===== src/rtl/riscv_lsu_pkg.sv =====
// Shared load/store size codes and size-decoding helpers for the LSU and decoder.
package riscv_lsu_pkg;

   localparam logic [2:0] LDST_B  = 3'd0;
   localparam logic [2:0] LDST_H  = 3'd1;
   localparam logic [2:0] LDST_W  = 3'd2;
   localparam logic [2:0] LDST_BU = 3'd4;
   localparam logic [2:0] LDST_HU = 3'd5;

   typedef enum logic [1:0] {
      ACC_B = 2'd0,
      ACC_H = 2'd1,
      ACC_W = 2'd2
   } acc_width_t;

   // Unused codes 3, 6 and 7 fall through to a full-word access.
   function automatic acc_width_t size_width(input logic [2:0] size);
      size_width = ACC_W;
      case (size)
         LDST_B, LDST_BU: size_width = ACC_B;
         LDST_H, LDST_HU: size_width = ACC_H;
         default:         size_width = ACC_W;
      endcase
   endfunction

   function automatic logic size_unsigned(input logic [2:0] size);
      size_unsigned = (size == LDST_BU) || (size == LDST_HU);
   endfunction

endpackage


===== src/rtl/riscv_lsu_align.sv =====
// Store-side byte-enable/lane replication and load-side lane extraction with
// sign or zero extension. Purely combinational.
module riscv_lsu_align
   import riscv_lsu_pkg::*;
(
   input  logic [2:0]  st_size,
   input  logic [1:0]  st_lane,
   input  logic [31:0] st_data,
   output logic [3:0]  be,
   output logic [31:0] wdata,
   input  logic [2:0]  ld_size,
   input  logic [1:0]  ld_lane,
   input  logic [31:0] rdata,
   output logic [31:0] ld_data
);

   logic [31:0] byte_shift;
   logic [31:0] half_shift;
   logic [7:0]  byte_sel;
   logic [15:0] half_sel;
   logic        ld_unsigned;

   always_comb begin
      be    = 4'b0000;
      wdata = 32'h0;
      case (size_width(st_size))
         ACC_B: begin
            be    = 4'b0001 << st_lane;
            wdata = {4{st_data[7:0]}};
         end
         ACC_H: begin
            be    = 4'b0011 << {st_lane[1], 1'b0};
            wdata = {2{st_data[15:0]}};
         end
         default: begin
            be    = 4'b1111;
            wdata = st_data;
         end
      endcase
   end

   assign byte_shift  = rdata >> {ld_lane, 3'b000};
   assign half_shift  = rdata >> {ld_lane[1], 4'b0000};
   assign byte_sel    = byte_shift[7:0];
   assign half_sel    = half_shift[15:0];
   assign ld_unsigned = size_unsigned(ld_size);

   always_comb begin
      ld_data = rdata;
      case (size_width(ld_size))
         ACC_B:   ld_data = ld_unsigned ? {24'h0, byte_sel} : {{24{byte_sel[7]}}, byte_sel};
         ACC_H:   ld_data = ld_unsigned ? {16'h0, half_sel} : {{16{half_sel[15]}}, half_sel};
         default: ld_data = rdata;
      endcase
   end

endmodule


===== src/rtl/riscv_lsu.sv =====
// Load-store unit: req/gnt/rvalid bus master that stalls the core while busy.
// Optional misaligned-access trap enabled with `define RISCV_LSU_MISALIGN_EN.
module riscv_lsu
   import riscv_lsu_pkg::*;
#(
   parameter int unsigned TIMEOUT_CYCLES = 0
) (
   input  logic        clk_i,
   input  logic        rst_i,
   input  logic        lsu_req_i,
   input  logic        lsu_we_i,
   input  logic [2:0]  lsu_size_i,
   input  logic [31:0] lsu_addr_i,
   input  logic [31:0] lsu_data_i,
   output logic [31:0] lsu_data_o,
   output logic        lsu_stall_req_o,
   output logic        lsu_bus_err_o,
`ifdef RISCV_LSU_MISALIGN_EN
   output logic        lsu_misalign_o,
`endif
   output logic        data_req_o,
   output logic        data_we_o,
   output logic [3:0]  data_be_o,
   output logic [31:0] data_addr_o,
   output logic [31:0] data_wdata_o,
   input  logic        data_gnt_i,
   input  logic        data_rvalid_i,
   input  logic [31:0] data_rdata_i
);

   typedef enum logic [1:0] {
      IDLE = 2'd0,
      REQ  = 2'd1,
      RSP  = 2'd2
   } state_t;

   state_t      state, state_next;
   logic        we_q;
   logic [2:0]  size_q;
   logic [1:0]  lane_q;
   logic        req_q;
   logic [3:0]  be_q;
   logic [31:0] addr_q;
   logic [31:0] wdata_q;
   logic [31:0] rdata_q;
   logic [31:0] wd_cnt;
   logic [3:0]  be_new;
   logic [31:0] wdata_new;
   logic [31:0] ld_data;
   logic        timeout;
   logic        start;
   logic        done;
   logic        misalign;

   riscv_lsu_align u_align (
      .st_size (lsu_size_i),
      .st_lane (lsu_addr_i[1:0]),
      .st_data (lsu_data_i),
      .be      (be_new),
      .wdata   (wdata_new),
      .ld_size (size_q),
      .ld_lane (lane_q),
      .rdata   (data_rdata_i),
      .ld_data (ld_data)
   );

`ifdef RISCV_LSU_MISALIGN_EN
   logic addr_bad;

   always_comb begin
      addr_bad = 1'b0;
      case (size_width(lsu_size_i))
         ACC_H:   addr_bad = lsu_addr_i[0];
         ACC_W:   addr_bad = |lsu_addr_i[1:0];
         default: addr_bad = 1'b0;
      endcase
   end

   assign misalign       = (state == IDLE) && lsu_req_i && addr_bad;
   assign lsu_misalign_o = misalign;
`else
   assign misalign = 1'b0;
`endif

   // Counter value equals cycles already spent busy; abort on the last allowed one.
   assign timeout = (TIMEOUT_CYCLES != 0) && (state != IDLE) &&
                    (wd_cnt == TIMEOUT_CYCLES - 32'd1);

   always_ff @(posedge clk_i or posedge rst_i) begin
      if (rst_i) state <= IDLE;
      else       state <= state_next;
   end

   always_comb begin
      state_next = state;
      start      = 1'b0;
      done       = 1'b0;
      case (state)
         IDLE: begin
            if (lsu_req_i && !misalign) begin
               state_next = REQ;
               start      = 1'b1;
            end
         end
         REQ: begin
            if (timeout)         state_next = IDLE;
            else if (data_gnt_i) state_next = RSP;
         end
         RSP: begin
            if (timeout) begin
               state_next = IDLE;
            end else if (data_rvalid_i) begin
               state_next = IDLE;
               done       = 1'b1;
            end
         end
         default: state_next = IDLE;
      endcase
   end

   always_ff @(posedge clk_i or posedge rst_i) begin
      if (rst_i) begin
         we_q    <= 1'b0;
         size_q  <= 3'd0;
         lane_q  <= 2'd0;
         req_q   <= 1'b0;
         be_q    <= 4'b0000;
         addr_q  <= 32'h0;
         wdata_q <= 32'h0;
         rdata_q <= 32'h0;
         wd_cnt  <= 32'h0;
      end else begin
         if (start) begin
            we_q    <= lsu_we_i;
            size_q  <= lsu_size_i;
            lane_q  <= lsu_addr_i[1:0];
            addr_q  <= {lsu_addr_i[31:2], 2'b00};
            be_q    <= be_new;
            wdata_q <= wdata_new;
            req_q   <= 1'b1;
         end else if ((state == REQ) && (data_gnt_i || timeout)) begin
            req_q <= 1'b0;
         end
         if (done && !we_q) rdata_q <= ld_data;
         if ((state == IDLE) || timeout) wd_cnt <= 32'h0;
         else                            wd_cnt <= wd_cnt + 32'd1;
      end
   end

   assign data_req_o      = req_q;
   assign data_we_o       = we_q;
   assign data_be_o       = be_q;
   assign data_addr_o     = addr_q;
   assign data_wdata_o    = wdata_q;
   assign lsu_bus_err_o   = timeout;
   assign lsu_data_o      = done ? ld_data : rdata_q;
   assign lsu_stall_req_o = lsu_req_i && !done && !timeout && !misalign;

endmodule


===== config.mk =====
export PLATFORM = sky130hd
export DESIGN_NAME = riscv_lsu
export DESIGN_NICKNAME = d
export VERILOG_FILES = /design/src/rtl/riscv_lsu_pkg.sv /design/src/rtl/riscv_lsu_align.sv /design/src/rtl/riscv_lsu.sv
export SDC_FILE = /design/constraint.sdc
export NUM_CORES = 1
export LEC_CHECK = 0
export BUFFER_PORTS_ARGS = -buffer_cell sky130_fd_sc_hd__buf_4
export CAP_MARGIN = 5
export CORE_MARGIN = 2
export CORE_UTILIZATION = 35
export DETAILED_ROUTE_END_ITERATION = 8
export GPL_ROUTABILITY_DRIVEN = 0
export PLACE_DENSITY = 0.69
export SYNTH_ARGS = -nofsm -noshare
export SYNTH_HDL_FRONTEND = slang
export SYNTH_SLANG_ARGS = --single-unit
export TNS_END_PERCENT = 1

===== constraint.sdc =====
create_clock -name clk_i -period 5.2 [get_ports clk_i]
set_input_delay 1.04 -clock clk_i [delete_from_list [all_inputs] [get_ports clk_i]]
set_output_delay 1.04 -clock clk_i [all_outputs]
set_load 0.1 [all_outputs]

==> metrics, run 1 <==
MaxCap Viol Count=0; leading cell type in the layout, fill and taps excluded=buf_4; Post-Route WL=17100 µm; Clock Sinks=107; Final min period=4.00 ns; Hold Crit Start=data_addr_o[5]; final setup vio count=0; global-route wire length before repair=26300 µm; Worst Hold Class=reg2reg; ranking of synthesized cells by area=dfrtp_1, nand2_1, nor2_1; H-tree depth=3; post-DR wirelength/cell=16.1 µm; TritonCTS clock tree=done; Worst Tran Pin Value=1.00 ns; core area=15800 µm²; Resized cells post-CTS=0; Clk Latency, worst-skew pair=0.36 ns; status=completed; distinct cell type count after synthesis=38; commonest cells after routing, fill and taps aside=buf_4, nand2_1, dfrtp_1; critical path required time=4.16 ns; Yosys top cell area share=0.478; vias in the first global route=4985; FF/Latch Area=2680 µm²; initial antenna violation count=0; worst path arrival time=2.96 ns; layout cells sized above 1=0.292; Final nets=946; GR Overflow Total=0; Layout Utilization=0.480; placed cells=1046; clock slew at reported path FFs=0.07 ns; sequential fraction of the synthesis area=0.478; Slew headroom=0.332; CP Max Fanout=19; Layout area overhead=35.2%; cts hold-fix bufs=0; Pre-antenna DRT Iters=4; Final ANT Viol Nets=0; initial detailed-routing violation count=309; Synth area leader=dfrtp_1; Setup WS pre-CTS=1.23 ns; total track usage=0.197; Die X=130 µm; clock tree buffer depth=2; Clock Skew=0.00938 ns; routed vias=5398; Post-synth top flop=dfrtp_1; FMAX=250 MHz; final hold violation count=0; HPWL Detailed=12300 µm; Non-Filler Instances=1062; cell row count=46; synthesized cell area=5600 µm²; period utilization=0.769; final setup TNS=0 ns; worst setup margin=1.20 ns; Vias per Instance=5.08; Boundary Pins=209; Die Y=130 µm; Post-synth EDFFs=0; Synthesis Warnings=0; Final Slew Violations=0; Remaining DRCs=0; Port Buffer Count=205; cells after synthesis=668; #FFs+latches synth=107; Syn Area/Cell=8.38 µm²; Worst Setup Path Type=reg2out; fillcell total=1592; area of the multi-input gates=2680 µm²; postcts setup bufs=0; Die ar.=17000 µm²; RR Startpoint=state[0]; crit path launch type=flop; ant diodes=0; Async SR Flop Fraction=1.00; Initial Utilization=0.355; root buffer cell=clkbuf_16; RSZ-0062 raised after global routing=no; largest net degree at the start of global routing=75; Critical Path Start=lane_q[1]; total CTS buffers=9; Crit. End Element=primary output
==> area by class of cell <==
type	instances	share of cell area
flip-flops and latches	107	0.354
clock buffers	10	0.0303
multi-input cells	500	0.354
repair buffers	212	0.210
clock inverters	6	0.00959
well taps	216	0.0357
inverters	11	0.00579
==> layer usage <==
metal,share of wire,vias up,GRT usage
li1,-,2632,-
met4,0.0096,0,0.0526
met2,0.46,235,0.311
met5,0,-,0
met1,0.44,2516,0.266
met3,0.090,15,0.0599
==> per-stage QoR <==
step / hold slack (ns) / area, µm²
global route: 0.510 / 7560
finish: 0.479 / 7560
floorplan: 0.450 / 5600
CTS: 0.483 / 7560
global placement: 0.459 / 7260
detailed placement: 0.465 / 7260
==> worst max-delay path, cell delays in order, from the launching register on <==
cell      delay (ns)
dfrtp_1         0.67
mux2i_1         0.27
nor3b_4         0.75
nor3_4          0.14
a221oi_1        0.40
buf_4           0.36
==> worst paths after layout <==
| kind | depth (start not counted) | end | slack [ns] |
|---|---|---|---|
| max | 5 | lsu_data_o[25] | 1.20 |
| min | 2 | data_addr_o[5] | 0.48 |
| max reg2reg | 5 | rdata_q[12] | 2.56 |
| min reg2reg | 2 | data_addr_o[5] | 0.48 |
| max in group asynchronous | 3 | rdata_q[17] | 3.26 |
| min in group asynchronous | 2 | data_addr_o[6] | 0.91 |
==> synth_stat cells (2+ instances only) <==
| cell | count |
|---|---|
| a221oi_1 | 33 |
| a31oi_1 | 2 |
| nand3_1 | 18 |
| buf_2 | 8 |
| nor3_1 | 16 |
| clkbuf_1 | 34 |
| a211oi_2 | 2 |
| inv_1 | 11 |
| mux2i_1 | 27 |
| a221oi_2 | 2 |
| nor2b_1 | 9 |
| buf_1 | 5 |
| o21ai_1 | 2 |
| nor3_4 | 2 |
| a21oi_1 | 36 |
| o21ai_0 | 36 |
| nand2_1 | 180 |
| a32oi_1 | 6 |
| nand2b_1 | 3 |
| buf_4 | 4 |
| dfrtp_1 | 107 |
| nor2_1 | 93 |
| mux2_2 | 6 |
| a221o_1 | 12 |
==> registers in the layout (all words and copies together) (netlist names) <==
register	flops
data_addr_o	30
data_be_o	4
data_req_o	1
data_wdata_o	32
data_we_o	1
lane_q	2
rdata_q	32
size_q	3
state	2
==> logic make-up (layout without fill, tap and decap cells) <==
kind of cell	count (synthesis)	in the layout	share of synthesized area
multiplexers	33	33	0.0604
AO/OA/AOI/OAI	134	134	0.166
other	1	3	0.000670
AND/OR/NAND/NOR	330	330	0.247
flip-flops	107	107	0.478
buffers and inverters	63	239	0.0481
Power of run 1 is left out: the tool's default activity adds up to more than one toggle a clock period on the data nets, which glitch-free logic cannot reach.
==> inputs of run 2 (changes only) <==
ABC_AREA = 1   (was unset)
PLACE_DENSITY = 0.72   (was 0.69)
clock period = 3.3 ns   (was 5.2 ns; I/O delays follow)
==> metrics, run 2 <==
status=completed; #FFs+latches synth=107; Worst Reg-to-Reg Cells=8; global-route wire length before repair=27400 µm; gr busiest metal=met2; TritonCTS clock tree=done; critical path required time=2.64 ns; Worst Setup EP=lsu_data_o[15]; Layout area overhead=35.7%; Post-Route WL=17200 µm; ranking of synthesized cells by area=dfrtp_1, nand2_1, nand3_2; synthesized cell area=5460 µm²; Clock Skew=0.00955 ns; Post-synth top flop=dfrtp_1; placed cells=1108; MaxCap Viol Count=0; largest family of logic cells by synthesized area=simple AND/OR/NAND/NOR gates; adder-cell share of the synthesized area=0; GR met2 Demand/Resource=0.337; period utilization=0.908; core area=15200 µm²; leading cell type in the layout, fill and taps excluded=nand2_1; Async SR Flop Fraction=1.00; Slew headroom=0.488; GR Overflow Total=0; Non-Filler Instances=1124; final setup vio count=0; RSZ-0062 raised after global routing=no; Port Buffer Count=205; Crit. End Element=primary output; final hold violation count=0; Boundary Pins=209; cell row count=45; FF/Latch Area=2680 µm²; Synth Area in Simple Gates=0.386; Worst Tran Pin Value=0.766 ns; Post-synth top cells=nand2_1, dfrtp_1, a21oi_1, nor2_1; CP Max Fanout=24; largest net degree at the start of global routing=70; H-tree depth=3; Synth Area in Compound Gates=0.0648; Vias per Instance=4.87; postcts setup bufs=0; Synthesis Warnings=0; Yosys top cell area share=0.490; cts hold-fix bufs=0; internal reg-to-reg setup slack=1.15 ns; met1 Resource Use GR=0.278; Die ar.=16600 µm²; Post-synth EDFFs=0; Critical R2R Capture=rdata_q[0]; fillcell total=1530; initial antenna violation count=0; area of the multi-input gates=2480 µm²; cells after synthesis=747; ant diodes=0; RR Startpoint=state[1]; clock tree buffer depth=2; Remaining DRCs=0; Synth area leader=dfrtp_1; initial detailed-routing violation count=364; Clk Latency, worst-skew pair=0.35 ns; FMAX=334 MHz; Worst Hold Class=in2async; Critical Path Start=lane_q[1]; distinct cell type count after synthesis=28; root buffer cell=clkbuf_16; vias in the first global route=5273; Final Slew Violations=0; HPWL Detailed=12000 µm; routed vias=5469; Final nets=1036; GR Util met3=0.0570; Die X=129 µm; count leader, synth=nand2_1; total track usage=0.210; commonest cells after routing, fill and taps aside=nand2_1, buf_4, dfrtp_1; Die Y=129 µm; Final min period=3.00 ns; Pre-antenna DRT Iters=4; clock slew at reported path FFs=0.08 ns; layout cells sized above 1=0.283; multiplexer share of the synthesized area=0; worst path arrival time=2.34 ns; Clock Sinks=107; Worst Setup Path Type=reg2out; crit path launch type=flop; xor/xnor share of the synthesized area=0; Syn Area/Cell=7.31 µm²; total CTS buffers=9; post-DR wirelength/cell=15.3 µm; Final ANT Viol Nets=0; Initial Utilization=0.359; sequential fraction of the synthesis area=0.490
run 2: cell types whose count changed in the layout (fill, tap and decap cells not counted), sizes merged, moves of 9 or more:
cell / change
a221o: -12
a221oi: -35
a31oi: +10
inv: +11
mux2i: -27
nand2: +260
nand3: +16
nor2: -60
nor2b: -9
nor3: -17
o21ai: -20
run 2: worst min path at each step:
stage / startpoint / end / slack, ns / cells past startpoint
final: rst_i / data_addr_o[16] / 0.37 / 2
after global routing: rst_i / data_addr_o[10] / 0.41 / 2
after CTS: rst_i / data_addr_o[20] / 0.39 / 2
after detailed placement: rdata_q[4] / rdata_q[4] / 0.47 / 2
after global placement: rdata_q[0] / rdata_q[0] / 0.46 / 2
after floorplan: rdata_q[10] / rdata_q[10] / 0.45 / 2
run 2: logic make-up (layout without fill, tap and decap cells):
group                  after synthesis  in the layout
AOI/OAI and AO/OA                   65             65
DFF                                107            107
other                                1              3
and+or+nand+nor                    509            509
buffers and inverters               65            252
run 2: layout make-up:
type,instances,share of cell area
sequential,107,0.361
multi-input combinational,577,0.335
timing repair buffer,212,0.218
clock buffer,10,0.0322
tap,188,0.0317
inverter,24,0.0132
clock inverter,6,0.00911
run 2: routing by layer:
layer	up-vias	wire (µm)
met4	0	285
met1	2516	7390
met5	-	0
met3	22	1580
met2	246	7910
li1	2685	-
run 2: metrics by stage:
| step | area (µm²) | setup TNS [ns] | setup slack [ns] | hold WS, ns | util |
|---|---|---|---|---|---|
| after global placement | 7100 | 0 | 0.336 | 0.462 | 0.467 |
| after detailed placement | 7100 | 0 | 0.265 | 0.465 | 0.467 |
| after floorplan | 5470 | -18.97 | -0.177 | 0.449 | - |
| after CTS | 7420 | 0 | 0.146 | 0.393 | 0.488 |
| final | 7420 | 0 | 0.302 | 0.373 | 0.488 |
| after global routing | 7420 | 0 | 0.150 | 0.409 | 0.488 |
run 2: what timing repair did:
item | in CTS | in global routing
endpoints found under the setup margin | 16 | 5
gates cloned | 0 | 0
resized for setup | 1 | 1
hold endpoints to repair | 0 | 0
run 2: critical path, stage by stage (launching register included):
cell	delay, ns
dfrtp_2	0.54
inv_4	0.20
nand2_1	0.09
nand2_2	0.11
nand2_1	0.07
nand2_2	0.10
nand2_4	0.24
nand3_2	0.16
nand2_1	0.06
nand2_1	0.11
buf_4	0.30
Power of run 2 is left out for the same reason.
==> inputs of run 3 (changes only) <==
PLACE_DENSITY = 0.69   (was 0.72)
TNS_END_PERCENT = 30   (was 1)
clock period = 3.06 ns   (was 3.3 ns; I/O delays follow)
==> metrics, run 3 (synthesized netlist as in run 2, its figures left out) <==
status=completed; FF/Latch Area=2680 µm²; Die X=129 µm; Clock Skew=0.00569 ns; final hold violation count=0; HPWL Detailed=12000 µm; initial antenna violation count=0; GR Overflow Total=0; clock tree buffer depth=2; cell row count=45; TritonCTS clock tree=done; Die Y=129 µm; period utilization=0.940; critical path required time=2.45 ns; CP Max Fanout=24; fin area=7470 µm²; Boundary Pins=209; Pre-antenna DRT Iters=5; Layout Utilization=0.491; H-tree depth=3; final setup TNS=0 ns; Worst Setup Path Type=reg2out; Final nets=1039; largest net degree at the start of global routing=55; fillcell total=1512; Remaining DRCs=0; initial detailed-routing violation count=467; vias in the first global route=5235; total CTS buffers=9; ant diodes=0; leading cell type in the layout, fill and taps excluded=nand2_1; global-route wire length before repair=27300 µm; Crit. End Element=primary output; clock slew at reported path FFs=0.07 ns; Final min period=2.88 ns; postcts setup bufs=0; root buffer cell=clkbuf_16; Final ANT Viol Nets=0; routed vias=5452; RSZ-0062 raised after global routing=no; placed cells=1111; core area=15200 µm²; Layout area overhead=36.7%; Vias per Instance=4.84; final setup vio count=0; FMAX=348 MHz; Port Buffer Count=205; Clock Sinks=107; post-DR wirelength/cell=15.0 µm; Die ar.=16600 µm²; commonest cells after routing, fill and taps aside=nand2_1, buf_4, dfrtp_1; Slew headroom=0.473; crit path launch type=flop; Post-Route WL=16900 µm; total track usage=0.208; MaxCap Viol Count=0; area of the multi-input gates=2480 µm²; worst path arrival time=2.27 ns; cts hold-fix bufs=0; Final Slew Violations=0; Clk Latency, worst-skew pair=0.35 ns; layout cells sized above 1=0.284; Worst Tran Pin Value=0.788 ns; Non-Filler Instances=1127; Initial Utilization=0.359; Worst Hold Class=in2async; DP Area=7140 µm²
==> run 3: changes by cell type in the layout (fill, tap and decap cells not counted), sizes merged <==
cell | previous run | this run
buf | 212 | 215
clkinv | 5 | 3
clkinvlp | 0 | 2
inv | 25 | 23
bufinv | 0 | 1
clkbuf | 10 | 11
==> run 3: worst paths after layout <==
check	start	end	slack, ns	depth (start not counted)
min in group clk_i	data_gnt_i	state[0]	0.44	2
hold / removal	rst_i	data_addr_o[9]	0.40	2
max in group asynchronous	rst_i	rdata_q[17]	1.98	3
setup / recovery	size_q[0]	lsu_data_o[15]	0.18	10
setup reg to reg	state[1]	rdata_q[11]	1.17	7
hold reg to reg	rdata_q[15]	rdata_q[15]	0.48	2
==> run 3: cell type report <==
class                           count  share of cell area
Clock inverter                      5             0.00922
Timing Repair Buffer              215               0.221
Sequential cell                   107               0.359
Multi-Input combinational cell    577               0.332
Tap cell                          188              0.0315
Inverter                           24              0.0132
Clock buffer                       11              0.0338
==> run 3: worst max-delay path, cell delays in order, from the launching register on <==
cell,delay (ns)
dfrtp_1,0.44
inv_1,0.16
nand2_4,0.09
nor2_8,0.17
nand2_1,0.09
nand2_2,0.10
nand2_4,0.24
nand3_2,0.15
nand2_1,0.06
nand2_1,0.11
buf_4,0.30
==> run 3: what timing repair did <==
action,in CTS,in global routing
resized for setup,1,0
endpoints found under the hold margin,0,0
setup endpoints to repair,6,0
==> run 3: layer usage <==
metal,vias to the layer above,wire [µm],part of all wire,global-route usage
li1,2683,-,-,-
met1,2512,7300,0.43,0.284
met3,19,1650,0.098,0.0586
met2,238,7670,0.45,0.326
met4,0,259,0.015,0.0595
met5,-,0,0,0
==> run 3: metrics by stage <==
step | setup WS [ns] | hold slack (ns)
final | 0.182 | 0.400
after global routing | 0.0302 | 0.444
after CTS | 0.166 | 0.404
after detailed placement | 0.215 | 0.465
after global placement | 0.250 | 0.462
after floorplan | 0.119 | 0.449
Power of run 3 is left out for the same reason.
